$ cat src/rtl/port_demux_pkg.sv
// Shared definitions for the output-side port distributor: port priority decode
// and FIFO occupancy width.
package port_demux_pkg;

  localparam int unsigned MAXP      = 32;
  localparam int unsigned DEF_DEPTH = 4;

  function automatic int unsigned count_w(input int unsigned depth);
    return $clog2(depth + 1);
  endfunction

  localparam int unsigned CW = count_w(DEF_DEPTH);

  // Lowest set bit wins; an all-zero select routes to the last port.
  function automatic int unsigned prio_sel(input logic [MAXP-1:0] index,
                                           input int unsigned nport);
    int unsigned sel;
    logic        found;
    sel   = nport - 1;
    found = 1'b0;
    for (int unsigned i = 0; i < nport; i++) begin
      if (index[i] && !found) begin
        sel   = i;
        found = 1'b1;
      end
    end
    return sel;
  endfunction

endpackage

$ cat src/rtl/port_demux_if.sv
// Input stream and per-port output bundle of the port distributor.
interface port_demux_if #(
  parameter int unsigned NPORT = 5,
  parameter int unsigned WIDTH = 8,
  parameter int unsigned DEPTH = 4
);
  localparam int unsigned CNT_W = $clog2(DEPTH + 1);

  logic                   in_valid;
  logic                   in_ready;
  logic [WIDTH-1:0]       in_data;
  logic [NPORT-1:0]       index;
  logic [NPORT-1:0]       out_valid;
  logic [NPORT-1:0]       out_ready;
  logic [NPORT*WIDTH-1:0] out_data;
  logic [NPORT*CNT_W-1:0] out_count;

  modport master (
    output in_valid, in_data, index, out_ready,
    input  in_ready, out_valid, out_data, out_count
  );

  modport slave (
    input  in_valid, in_data, index, out_ready,
    output in_ready, out_valid, out_data, out_count
  );
endinterface

$ cat src/rtl/port_fifo.sv
// Single-port output FIFO; head data reads as zero when empty.
module port_fifo
  import port_demux_pkg::*;
#(
  parameter int unsigned WIDTH = 8,
  parameter int unsigned DEPTH = 4
) (
  input  logic                       clk,
  input  logic                       rst_n,
  input  logic                       push,
  input  logic [WIDTH-1:0]           din,
  output logic                       full,
  input  logic                       pop,
  output logic                       valid,
  output logic [WIDTH-1:0]           dout,
  output logic [$clog2(DEPTH+1)-1:0] count
);
  localparam int unsigned CNT_W = count_w(DEPTH);
  localparam int unsigned AW    = $clog2(DEPTH);

  logic [WIDTH-1:0] mem [DEPTH];
  logic [AW-1:0]    wptr;
  logic [AW-1:0]    rptr;
  logic             do_push;
  logic             do_pop;

  assign full    = (count == CNT_W'(DEPTH));
  assign valid   = (count != '0);
  assign do_push = push && !full;
  assign do_pop  = pop && valid;
  assign dout    = valid ? mem[rptr] : '0;

  always_ff @(posedge clk) begin
    if (!rst_n) begin
      wptr  <= '0;
      rptr  <= '0;
      count <= '0;
    end else begin
      if (do_push) wptr <= wptr + 1'b1;
      if (do_pop)  rptr <= rptr + 1'b1;
      case ({do_push, do_pop})
        2'b10:   count <= count + 1'b1;
        2'b01:   count <= count - 1'b1;
        default: count <= count;
      endcase
    end
  end

  // Storage needs no reset: dout is masked by valid.
  always_ff @(posedge clk) begin
    if (do_push) mem[wptr] <= din;
  end

endmodule

$ cat src/rtl/port_demux.sv
// Steers one valid/ready flit stream into NPORT per-port FIFOs by priority select.
module port_demux
  import port_demux_pkg::*;
#(
  parameter int unsigned NPORT = 5,
  parameter int unsigned WIDTH = 8,
  parameter int unsigned DEPTH = 4
) (
  input  logic         clk,
  input  logic         rst_n,
  port_demux_if.slave  bus
);
  localparam int unsigned CNT_W = count_w(DEPTH);
  localparam int unsigned SW    = (NPORT > 1) ? $clog2(NPORT) : 1;

  logic [MAXP-1:0]  index_ext;
  logic [SW-1:0]    sel;
  logic [NPORT-1:0] full;
  logic [NPORT-1:0] push;

  assign index_ext    = MAXP'(bus.index);
  assign sel          = SW'(prio_sel(index_ext, NPORT));
  assign bus.in_ready = !full[sel];

  always_comb begin
    push      = '0;
    push[sel] = bus.in_valid && bus.in_ready;
  end

  for (genvar p = 0; p < NPORT; p++) begin : g_port
    port_fifo #(
      .WIDTH (WIDTH),
      .DEPTH (DEPTH)
    ) u_fifo (
      .clk   (clk),
      .rst_n (rst_n),
      .push  (push[p]),
      .din   (bus.in_data),
      .full  (full[p]),
      .pop   (bus.out_ready[p]),
      .valid (bus.out_valid[p]),
      .dout  (bus.out_data[WIDTH*p +: WIDTH]),
      .count (bus.out_count[CNT_W*p +: CNT_W])
    );
  end

endmodule
$ cat src/flat_wrapper.sv
// flat-port wrapper written by rule: the top's interface ports become plain ports
module port_demux_flat import port_demux_pkg::*;
#(
  parameter int unsigned NPORT = 5,
  parameter int unsigned WIDTH = 8,
  parameter int unsigned DEPTH = 4
)
  (clk, rst_n, bus_in_valid, bus_in_data, bus_index, bus_out_ready, bus_in_ready, bus_out_valid, bus_out_data, bus_out_count);
  port_demux_if #(.NPORT(NPORT), .WIDTH(WIDTH), .DEPTH(DEPTH)) bus_i ();
  input  logic clk;
  input  logic rst_n;
  input wire logic [$bits(bus_i.in_valid)-1:0] bus_in_valid;
  input wire logic [$bits(bus_i.in_data)-1:0] bus_in_data;
  input wire logic [$bits(bus_i.index)-1:0] bus_index;
  input wire logic [$bits(bus_i.out_ready)-1:0] bus_out_ready;
  output wire logic [$bits(bus_i.in_ready)-1:0] bus_in_ready;
  output wire logic [$bits(bus_i.out_valid)-1:0] bus_out_valid;
  output wire logic [$bits(bus_i.out_data)-1:0] bus_out_data;
  output wire logic [$bits(bus_i.out_count)-1:0] bus_out_count;
  assign bus_i.in_valid = bus_in_valid;
  assign bus_i.in_data = bus_in_data;
  assign bus_i.index = bus_index;
  assign bus_i.out_ready = bus_out_ready;
  assign bus_in_ready = bus_i.in_ready;
  assign bus_out_valid = bus_i.out_valid;
  assign bus_out_data = bus_i.out_data;
  assign bus_out_count = bus_i.out_count;
  port_demux #(.NPORT(NPORT), .WIDTH(WIDTH), .DEPTH(DEPTH)) u_core (.clk(clk), .rst_n(rst_n), .bus(bus_i));
endmodule
$ cat config.mk
export PLATFORM = sky130hd
export DESIGN_NAME = port_demux_flat
export DESIGN_NICKNAME = d
export VERILOG_FILES = /design/src/rtl/port_demux_pkg.sv /design/src/rtl/port_demux_if.sv /design/src/rtl/port_fifo.sv /design/src/rtl/port_demux.sv /design/src/flat_wrapper.sv
export SDC_FILE = /design/constraint.sdc
export NUM_CORES = 1
export LEC_CHECK = 0
export BUFFER_PORTS_ARGS = -buffer_cell sky130_fd_sc_hd__buf_4
export CORE_AREA = 4 4 226 118
export CTS_CLUSTER_SIZE = 20
export DETAILED_ROUTE_END_ITERATION = 7
export DIE_AREA = 0 0 230 122
export GPL_TIMING_DRIVEN = 0
export MAX_ROUTING_LAYER = met4
export PLACE_DENSITY = 0.58
export SYNTH_ARGS = -nofsm -noshare
export SYNTH_HDL_FRONTEND = slang
export SYNTH_SLANG_ARGS = --single-unit
$ cat constraint.sdc
create_clock -name clk -period 6.1 [get_ports clk]
set_input_delay 1.525 -clock clk [delete_from_list [all_inputs] [get_ports clk]]
set_output_delay 1.525 -clock clk [all_outputs]
set_load 0.05 [all_outputs]
==> results of run 1 <==
## flip-flops by register name, summed over array words and instances (netlist names), named ones only
register,cells
u_core.g_port.u_fifo.rptr,10
u_core.g_port.u_fifo.wptr,10
u_core.g_port.u_fifo.count,15
u_core.g_port.u_fifo.mem,160
## worst max path at each step
stage,startpoint,end,cells after the start
2_1_floorplan,bus_index[1],bus_in_ready,3
3_3_place_gp,bus_index[1],bus_in_ready,5
3_5_place_dp,bus_index[1],bus_in_ready,5
4_1_cts,bus_index[1],bus_in_ready,5
5_1_grt,u_core.g_port[4].u_fifo.count[1]$_SDFFE_PN0P_,bus_out_valid[4],4
6_report,bus_index[1],bus_in_ready,5
## Yosys cell counts (all sizes together)
cell | n | area [um^2]
o21ai | 5 | 25.0
nor2b | 39 | 244
a2111oi | 1 | 27.5
or2b | 1 | 7.51
o31ai | 5 | 37.5
inv | 44 | 165
mux4 | 40 | 901
ha | 25 | 313
and2 | 20 | 130
nand2 | 20 | 75.1
edfxtp | 160 | 4800
clkbuf | 11 | 41.3
nor3b | 2 | 20.0
mux2i | 11 | 110
and2b | 1 | 7.51
or2 | 1 | 8.76
fa | 5 | 100
nor3 | 6 | 30.0
xor2 | 20 | 175
nor4b | 1 | 23.8
a2111o | 1 | 11.3
dfxtp | 45 | 901
o311ai | 5 | 43.8
a211oi | 3 | 32.5
and4b | 1 | 10.0
buf | 10 | 62.6
nor2 | 33 | 124
or3 | 5 | 31.3
a21oi | 12 | 60.1
## cells by family after synthesis
| kind of cell | Yosys count |
|---|---|
| AO/OA/AOI/OAI | 32 |
| adder cells (fa/ha/maj) | 30 |
| buffers and inverters | 65 |
| flip-flops | 205 |
| XOR/XNOR | 20 |
| AND/OR/NAND/NOR | 130 |
| multiplexers | 51 |
## cell usage in the layout, fill, tap and decap left out, types with 4 or more instances in the layout
| cell type | netlist | layout |
|---|---|---|
| a21oi_1 | 12 | 12 |
| and2_1 | 16 | 16 |
| and2_2 | 4 | 4 |
| buf_2 | 5 | 5 |
| buf_4 | 5 | 85 |
| clkbuf_1 | 11 | 17 |
| clkbuf_16 | 0 | 19 |
| dfxtp_1 | 45 | 45 |
| edfxtp_1 | 160 | 160 |
| fa_1 | 5 | 5 |
| ha_1 | 25 | 25 |
| inv_1 | 44 | 44 |
| mux2i_1 | 11 | 11 |
| mux4_2 | 40 | 40 |
| nand2_1 | 20 | 20 |
| nor2_1 | 33 | 33 |
| nor2b_1 | 39 | 39 |
| nor3_1 | 6 | 6 |
| o21ai_0 | 5 | 5 |
| o311ai_0 | 5 | 5 |
| o31ai_1 | 5 | 5 |
| or3_1 | 5 | 5 |
| xor2_1 | 20 | 20 |
## layout make-up
class                      count  area [um^2]  area share (%)
clock inverter                 6         57.6           0.566
multi-input combinational    263         2550            25.1
sequential                   205         5710            56.1
clock buffer                  28          539            5.31
tap                          344          430            4.23
antenna                        2         5.00          0.0492
inverter                      44          165            1.63
timing repair buffer          81          608            5.98
buffer                        21          104            1.02
## per-layer routing
layer	wire [um]	part of all wire (%)	vias to the layer above	track usage [%]
li1	-	-	2141	-
met1	8730	47	2395	18.5
met2	8620	47	76	21.6
met3	918	5.0	24	3.25
met4	238	1.3	0	2.04
met5	0	0	-	-
## worst max-delay path: cells and delay by family
family / cells / cell delay [ns]
and+or+nand+nor: 1 / 0.26
AOI/OAI and AO/OA: 2 / 0.41
buffers and inverters: 2 / 0.32
## per-stage QoR
| step | cell area [um^2] | power, mW | std cells |
|---|---|---|---|
| 6_report | 10200 | 3.65 | 994 |
| 5_1_grt | 10200 | 3.82 | 992 |
| 4_1_cts | 10200 | 3.70 | 991 |
| 3_5_place_dp | 9550 | 2.54 | 957 |
| 3_3_place_gp | 9550 | 2.51 | 957 |
| 2_1_floorplan | 8520 | 2.26 | 533 |
## power by group
group	internal (mW)	switching, mW
sequential	1.55	0.0466
clock	0.657	0.503
combinational	0.305	0.590
==> qor.csv, run 1 <==
stage;metric;value;unit
timing;rsz0062_at_grt;false;
timing;hold_viol;0;
flow_run;drv_cap;0;
clock_tree;cts_resized;0;
setup_path;cp_common_cell;buf_4;
hold_path;hold_depth;2;
setup_path;cp.required;4.58;ns
logic_synthesis;yosysWarnings;0;
floorplan;core.rowCount;41;
setup_path;r2r-end;u_core.g_port[3].u_fifo.count[2]$_SDFFE_PN0P_;
timing;final.setup.worst_slack;2.06;ns
cells_and_area;post-route-util;41.1;%
setup_path;r2r-start;u_core.g_port[3].u_fifo.count[2]$_SDFFE_PN0P_;
drt;wire_per_inst;18.6;um
global_routing;grt_pass1_wl;28.4;mm
power_and_ir_drop;ir_worst_vdd;0.161;mV
clock_tree;clkSlewWorstSetupHoldPaths;0.06;ns
floorplan;fp.coreArea;0.0247;mm^2
power_and_ir_drop;power_leakage;3.54;nW
clock_tree;post_cts_buffers;0;
drt;vias;4636;
clock_tree;cts_buffers;19;
clock_tree;cts_tree;built;
logic_synthesis;ys_ff_latch;205;
logic_synthesis;synthMuxAreaShare;11.9;%
placed_design;pre_cts_slack;2.06;ns
setup_path;worstPathArrival;2.52;ns
hold_path;hp-start;u_core.g_port[2].u_fifo.wptr[1]$_SDFFE_PN0P_;
logic_synthesis;netlist_instances;533;
setup_path;cpPeakStageDelay;0.26;ns
floorplan;die_y;122;um
setup_path;cp-start-kind;input port;
logic_synthesis;synth_xor_xnor_area_share;2.06;%
timing;skew;0.0168;ns
floorplan;ioPinCount;82;
global_routing;grt_pass1_vias;4985;
cells_and_area;fill_cells;2274;
drt;drtIter0Drc;305;
hold_path;hold_class;reg -> reg;
clock_tree;cts_buffer_depth;3;
setup_path;cp_cell_sequence;buf_4 -> or2_4 -> a211oi_1 -> a2111o_1 -> buf_4;
clock_tree;clk-insertion-delay-late;0.49;ns
clock_tree;cts_sinks;205;
floorplan;dieArea;0.0281;mm^2
timing;max_freq;247;MHz
setup_path;critical_path.max_fanout;3;
global_routing;grt_max_degree;21;
clock_tree;cts-root-buf;clkbuf_16;
placed_design;place_congestion;0.780;
logic_synthesis;synth-simple-area-share;8.35;%
setup_path;critPathSlowestCell;or2_4;
power_and_ir_drop;p_per_area;359;mW/mm^2
timing;relSlewSlack;20.8;%
clock_tree;ctsHoldBuffers;0;
timing;worst_pin_slew;1.18;ns
floorplan;start_util;34.5;%
placed_design;portBuffers;80;
logic_synthesis;synth_top_family_by_area;multiplexers;
cells_and_area;syn_to_final_growth;19.2;%
setup_path;worstRegToRegCells;10;
clock_tree;h-tree-depth;1;
drt;finalWirelength;18.5;mm
timing;fin_hold_ws;0.498;ns
logic_synthesis;ys_types;33;
timing;setup_viol;0;
logic_synthesis;syn_area;0.00852;mm^2
drt;route.antenna.remaining_nets;0;
hold_path;whs_endpoint;u_core.g_port[2].u_fifo.wptr[1]$_SDFFE_PN0P_;
global_routing;track_usage;13.6;%
setup_path;r2r_slack;3.51;ns
drt;drc;0;
cells_and_area;drive_above_1_share;25.6;%
logic_synthesis;synthAdderAreaFrac;4.84;%
placed_design;dpl.hpwl;12.8;mm
logic_synthesis;synth_area_per_cell;16.0;um^2
logic_synthesis;synth_compound_area_share;2.79;%
timing;period_needed;4.04;ns
drt;vias_per_cell;4.66;
global_routing;overflow;0;
timing;fin_tns_setup;0;ns
timing;drv_slew;0;
logic_synthesis;seq_area_frac_synth;66.9;%
timing;finalCritPeriodShare;66.2;%
floorplan;die_w;230;um
outcome;status;completed;
global_routing;antenna_found_initial;0;
drt;drt_first_pass_iters;5;
setup_path;cp-end-kind;output port;
logic_synthesis;syn-num-nets;584;
setup_path;critical_path_class;in -> out;
cells_and_area;final_nets;686;
Power figures use the tool's default switching activity.
==> inputs of run 2 (changes only) <==
ABC_AREA = 1   (was unset)
CORE_AREA = 4 4 227 118   (was 4 4 226 118)
DIE_AREA = 0 0 231 122   (was 0 0 230 122)
PLACE_DENSITY = 0.6   (was 0.58)
clock period = 3.5 ns   (was 6.1 ns; I/O delays follow)
==> run 2 against run 1 <==
Compared with the run above: first-iteration DRC count is 46% higher; hold slack worse by 0.033 ns; core utilization is 0.29 points higher; power is 70% higher; cell area is 1.1% higher.
==> qor.csv, run 2 <==
stage;metric;value;unit
outcome;status;completed;
timing;skew;0.0116;ns
power_and_ir_drop;power.internal;4.30;mW
logic_synthesis;yosys-top-cells-area;edfxtp_1, dfxtp_1, nor2_1;
timing;rsz0062_at_grt;false;
floorplan;ioPinCount;82;
setup_path;cp_cell_sequence;clkbuf_1 -> clkbuf_1 -> nor2_1 -> nor2_1 -> o21ai_0 -> a21oi_1 -> buf_4;
logic_synthesis;yosys.area.top_type;edfxtp_1;
flow_run;drv_cap;0;
floorplan;dieArea;0.0282;mm^2
setup_path;critical_path.max_fanout;10;
clock_tree;clkSlewWorstSetupHoldPaths;0.06;ns
global_routing;track_usage;14.5;%
cells_and_area;syn_to_final_growth;19.5;%
drt;vias;5788;
timing;max_freq;304;MHz
global_routing;grt_pass1_vias;5414;
logic_synthesis;ys_ff_latch;205;
logic_synthesis;synth_area_per_cell;10.7;um^2
clock_tree;cts_resized;0;
global_routing;grt_max_degree;21;
timing;hold_viol;0;
clock_tree;post_cts_buffers;0;
clock_tree;cts_buffers;20;
timing;fin_hold_ws;0.465;ns
floorplan;die_y;122;um
placed_design;dpl.hpwl;14.0;mm
timing;relSlewSlack;45.9;%
drt;vias_per_cell;4.59;
cells_and_area;largest_register_ffs;160;
drt;drt_first_pass_iters;5;
clock_tree;cts_sinks;205;
logic_synthesis;syn-num-nets;853;
setup_path;critPathSlowestCell;clkbuf_1;
global_routing;overflow;0;
cells_and_area;diodes;0;
drt;drtIter0Drc;444;
logic_synthesis;synth_top_cells_by_count;nor2_1, edfxtp_1, o21ai_0;
setup_path;cp-end-kind;output port;
drt;drc;0;
logic_synthesis;syn_area;0.00860;mm^2
cells_and_area;post-route-util;41.4;%
floorplan;start_util;34.6;%
cells_and_area;final_nets;953;
logic_synthesis;netlist_instances;802;
power_and_ir_drop;swShare;30.7;%
timing;period_needed;3.29;ns
timing;setup_viol;0;
logic_synthesis;synth-async-reset-ratio;0;%
timing;worst_pin_slew;0.809;ns
clock_tree;cts_tree;built;
power_and_ir_drop;ir_worst_vdd;0.573;mV
drt;route.antenna.remaining_nets;0;
logic_synthesis;synth_most_common_cell;nor2_1;
timing;fin_tns_setup;0;ns
floorplan;fp.coreArea;0.0248;mm^2
clock_tree;cts-root-buf;clkbuf_16;
logic_synthesis;synthFlopType;edfxtp_1;
hold_path;hold_class;reg -> reg;
floorplan;core.rowCount;41;
floorplan;die_w;231;um
setup_path;worstPathArrival;2.42;ns
setup_path;critical_path_class;reg -> out;
setup_path;cpPeakStageDelay;0.45;ns
setup_path;cp-start-kind;flip-flop;
power_and_ir_drop;seq_power_share;44.0;%
logic_synthesis;ys_types;21;
logic_synthesis;yosysTopAreaCellShare;55.9;%
clock_tree;clk-insertion-delay-late;0.50;ns
timing;finalCritPeriodShare;94.0;%
cells_and_area;final_common_cell;nor2_1;
placed_design;place_congestion;0.788;
global_routing;antenna_found_initial;1;
clock_tree;cts_buffer_depth;3;
timing;drv_slew;0;
power_and_ir_drop;power_leakage;3.83;nW
power_and_ir_drop;p_comb_share;20.8;%
placed_design;portBuffers;78;
cells_and_area;drive_above_1_share;15.4;%
cells_and_area;regMostFlops;u_core.g_port.u_fifo.mem;
power_and_ir_drop;p_sw;1.90;mW
power_and_ir_drop;power_frac_clock;35.2;%
power_and_ir_drop;p_per_area;603;mW/mm^2
logic_synthesis;seq_area_frac_synth;66.4;%
clock_tree;h-tree-depth;1;
logic_synthesis;synth_edf_count;160;
global_routing;grt_pass1_wl;30.6;mm
setup_path;cp.required;2.62;ns
clock_tree;ctsHoldBuffers;0;
drt;wire_per_inst;15.9;um
cells_and_area;final_cell_mix;nor2_1, edfxtp_1, o21ai_0;
drt;finalWirelength;20.1;mm
cells_and_area;top_regs;u_core.g_port.u_fifo.mem: 160 flops, u_core.g_port.u_fifo.count: 15 flops;
logic_synthesis;yosysWarnings;0;
-- run 2: cell count changes after synthesis, sizes merged, moves of 11 or more --
cell	delta
and2	-20
nor2	+183
inv	+40
mux2i	-11
o21ai	+99
a21oi	+60
xor2	-20
nand3	+13
nand2	+19
mux4	-40
nor2b	-39
-- run 2: per-stage QoR --
step / total power, mW / cell area, um^2 / std cells / setup WS [ns]
final: 6.20 / 10300 / 1260 / 0.209
after global routing: 6.48 / 10300 / 1260 / 0.0432
after CTS: 6.27 / 10300 / 1260 / 0.223
after detailed placement: 4.08 / 9610 / 1224 / 0.389
after global placement: 4.07 / 9610 / 1224 / 0.461
after floorplan: 3.66 / 8600 / 802 / 0.633
-- run 2: worst max-delay path: cells and delay by family (launching register included) --
kind / cells / cell delay (ns)
buffers and inverters: 3 / 1.01
AO/OA/AOI/OAI: 2 / 0.41
flip-flops: 1 / 0.31
AND/OR/NAND/NOR: 2 / 0.19
-- run 2: metal layers --
| layer | routed length, um | part of all wire [%] | vias to the layer above | GRT usage [%] |
|---|---|---|---|---|
| met3 | 1110 | 5.5 | 24 | 3.36 |
| li1 | - | - | 2899 | - |
| met1 | 10700 | 53 | 2730 | 22.2 |
| met2 | 8030 | 40 | 135 | 19.6 |
| met5 | 0 | 0 | - | - |
| met4 | 280 | 1.4 | 0 | 2.44 |
-- run 2: worst paths after layout --
| path | from | endpoint | slack, ns | cells past startpoint |
|---|---|---|---|---|
| worst max-delay path | flip-flop | bus_out_data[38] | 0.21 | 7 |
| worst min register to register | u_core.g_port[2].u_fifo.rptr[1]$_SDFFE_PN0P_ | flip-flop | 0.47 | 2 |
| worst max register to register | u_core.g_port[4].u_fifo.count[2]$_SDFFE_PN0P_ | u_core.g_port[1].u_fifo.count[2]$_SDFFE_PN0P_ | 0.94 | 13 |
| worst min-delay path | u_core.g_port[2].u_fifo.rptr[1]$_SDFFE_PN0P_ | flip-flop | 0.47 | 2 |
-- run 2: kinds of logic after synthesis --
logic type	count (synthesis)	synth area share [%]
compound gates	176	10.2
fa+ha+maj	30	4.80
buf+inv	113	5.18
flops	205	66.4
simple gates	278	13.4
-- run 2: layout make-up --
| class | count | area, um^2 |
|---|---|---|
| timing repair buffer | 78 | 586 |
| buffer | 29 | 130 |
| fill | 2400 | 14600 |
| tap | 344 | 430 |
| multi-input combinational | 484 | 2450 |
| clock buffer | 23 | 543 |
| inverter | 84 | 315 |
| sequential | 205 | 5710 |
| clock inverter | 13 | 121 |
-- run 2: power by group through the flow --
| stage | registers, mW | clock network [mW] | logic, mW |
|---|---|---|---|
| floorplan | 2.85 | 0 | 0.817 |
| global placement | 2.78 | 0 | 1.29 |
| detailed placement | 2.78 | 0 | 1.30 |
| CTS | 2.73 | 2.24 | 1.30 |
| global route | 2.73 | 2.35 | 1.40 |
| finish | 2.73 | 2.19 | 1.29 |
==> inputs of run 3 (changes only) <==
REMOVE_ABC_BUFFERS = 1   (was unset)
==> run 3 against run 2 <==
Compared with the run above: sequential cell count unchanged; clock skew decreased by 0.00088 ns; via count decreased by 1.9%; final cell count decreased by 2.3%; routed wire length decreased by 2.0%; register-to-register slack got worse by 0.21 ns; critical path depth decreased by 3; global-route usage decreased by 0.088 points; sequential share of layout area increased by 1.2 points; sequential power increased by 2%; worst setup slack improved by 0.089 ns; combinational power decreased by 6%.
==> qor.csv, run 3 (synthesis results as in run 2) <==
stage;metric;value;unit
outcome;status;completed;
floorplan;ioPinCount;82;
cells_and_area;diodes;0;
timing;drv_slew;0;
drt;wire_per_inst;16.0;um
setup_path;cp_cell_sequence;inv_2 -> o21ai_0 -> a21oi_1 -> buf_4;
placed_design;portBuffers;80;
cells_and_area;final_cell_mix;nor2_1, edfxtp_1, o21ai_0;
global_routing;grt_pass1_vias;5361;
setup_path;critPathSlowestCell;dfxtp_1;
floorplan;die_w;231;um
power_and_ir_drop;p_per_area;591;mW/mm^2
setup_path;cp-end-kind;output port;
timing;final.setup.worst_slack;0.298;ns
placed_design;dpl.hpwl;13.5;mm
cells_and_area;largest_register_ffs;160;
clock_tree;cts_resized;0;
placed_design;placed_cell_area;0.00950;mm^2
timing;relSlewSlack;45.7;%
setup_path;worstPathArrival;2.33;ns
drt;vias_per_cell;4.61;
timing;finalCritPeriodShare;91.5;%
drt;finalWirelength;19.7;mm
placed_design;pre_cts_slack;0.381;ns
clock_tree;clkSlewWorstSetupHoldPaths;0.06;ns
clock_tree;post_cts_buffers;0;
timing;max_freq;312;MHz
setup_path;cp.required;2.62;ns
clock_tree;h-tree-depth;1;
clock_tree;cts_buffer_depth;3;
timing;worst_pin_slew;0.811;ns
setup_path;critical_path.max_fanout;17;
drt;route.antenna.remaining_nets;0;
floorplan;fp.coreArea;0.0248;mm^2
flow_run;drv_cap;0;
setup_path;critical_path_class;reg -> out;
power_and_ir_drop;power_leakage;3.72;nW
cells_and_area;drive_above_1_share;14.2;%
timing;hold_viol;0;
clock_tree;cts-root-buf;clkbuf_16;
drt;drc;0;
cells_and_area;top_regs;u_core.g_port.u_fifo.mem: 160 flops, u_core.g_port.u_fifo.count: 15 flops;
drt;vias;5678;
cells_and_area;design_area;0.0101;mm^2
timing;skew;0.0107;ns
timing;fin_tns_setup;0;ns
global_routing;antenna_found_initial;0;
global_routing;track_usage;14.4;%
global_routing;grt_max_degree;31;
hold_path;hold_class;reg -> reg;
drt;drt_first_pass_iters;5;
cells_and_area;regMostFlops;u_core.g_port.u_fifo.mem;
power_and_ir_drop;ir_worst_vdd;0.425;mV
timing;rsz0062_at_grt;false;
global_routing;overflow;0;
timing;setup_viol;0;
clock_tree;cts_sinks;205;
cells_and_area;final_nets;925;
timing;period_needed;3.20;ns
clock_tree;cts_tree;built;
cells_and_area;final_common_cell;nor2_1;
setup_path;cp-start-kind;flip-flop;
clock_tree;clk-insertion-delay-late;0.50;ns
placed_design;place_congestion;0.767;
floorplan;start_util;34.6;%
floorplan;dieArea;0.0282;mm^2
clock_tree;ctsHoldBuffers;0;
setup_path;cpPeakStageDelay;0.70;ns
power_and_ir_drop;power;5.95;mW
clock_tree;cts_buffers;19;
floorplan;core.rowCount;41;
drt;drtIter0Drc;475;
floorplan;die_y;122;um
global_routing;grt_pass1_wl;30.3;mm
cells_and_area;syn_to_final_growth;17.1;%
==> run 3: cell types whose count changed in the layout (fill, tap and decap cells not counted) <==
cell | before | now
clkbuf_1 | 17 | 9
clkinv_2 | 8 | 1
buf_1 | 6 | 0
buf_4 | 83 | 80
buf_2 | 2 | 0
bufinv_16 | 2 | 0
clkbuf_16 | 21 | 19
clkbuf_8 | 1 | 3
clkinvlp_4 | 2 | 0
inv_6 | 0 | 1
==> run 3: final cells by class <==
type                       instances  area [um^2]
multi-input combinational        484         2450
inverter                          84          315
timing repair buffer              80          601
fill                            2417        14800
tap                              344          430
clock buffer                      31          551
sequential                       205         5710
clock inverter                     3         20.0
==> run 3: path summary, 6_finish.rpt <==
| path | to | startpoint | cells past startpoint | slack [ns] |
|---|---|---|---|---|
| max | bus_out_data[8] | flip-flop | 4 | 0.30 |
| min | flip-flop | u_core.g_port[1].u_fifo.rptr[1]$_SDFFE_PN0P_ | 2 | 0.47 |
| max reg2reg | u_core.g_port[4].u_fifo.count[2]$_SDFFE_PN0P_ | u_core.g_port[4].u_fifo.count[1]$_SDFFE_PN0P_ | 12 | 0.73 |
| min reg2reg | flip-flop | u_core.g_port[1].u_fifo.rptr[1]$_SDFFE_PN0P_ | 2 | 0.47 |
==> run 3: report_power, final <==
| part | switching (mW) | total, mW | internal, mW |
|---|---|---|---|
| combinational | 0.895 | 1.21 | 0.318 |
| clock | 0.880 | 1.96 | 1.08 |
| sequential | 0.0899 | 2.78 | 2.69 |
| total | 1.87 | 5.95 | 4.09 |
==> run 3: worst max-delay path: cells and delay by family, from the launching register on <==
family / cells / cell delay, ns
DFF: 1 / 0.70
AOI/OAI and AO/OA: 2 / 0.61
buffers and inverters: 2 / 0.51
==> run 3: routing by layer <==
| metal | track usage, % | wire length, um | vias up |
|---|---|---|---|
| li1 | - | - | 2840 |
| met1 | 22.3 | 10500 | 2687 |
| met2 | 19.4 | 7740 | 129 |
| met3 | 3.01 | 1160 | 22 |
| met4 | 2.48 | 263 | 0 |
| met5 | - | 0 | - |
==> run 3: through the flow <==
step           utilization [%]  hold WS (ns)  std cells
6_report                  40.6         0.470       1231
5_1_grt                   40.6         0.493       1231
4_1_cts                   40.6         0.469       1231
3_5_place_dp              38.3         0.460       1197
3_3_place_gp              38.3         0.449       1197
2_1_floorplan                -         0.436        773
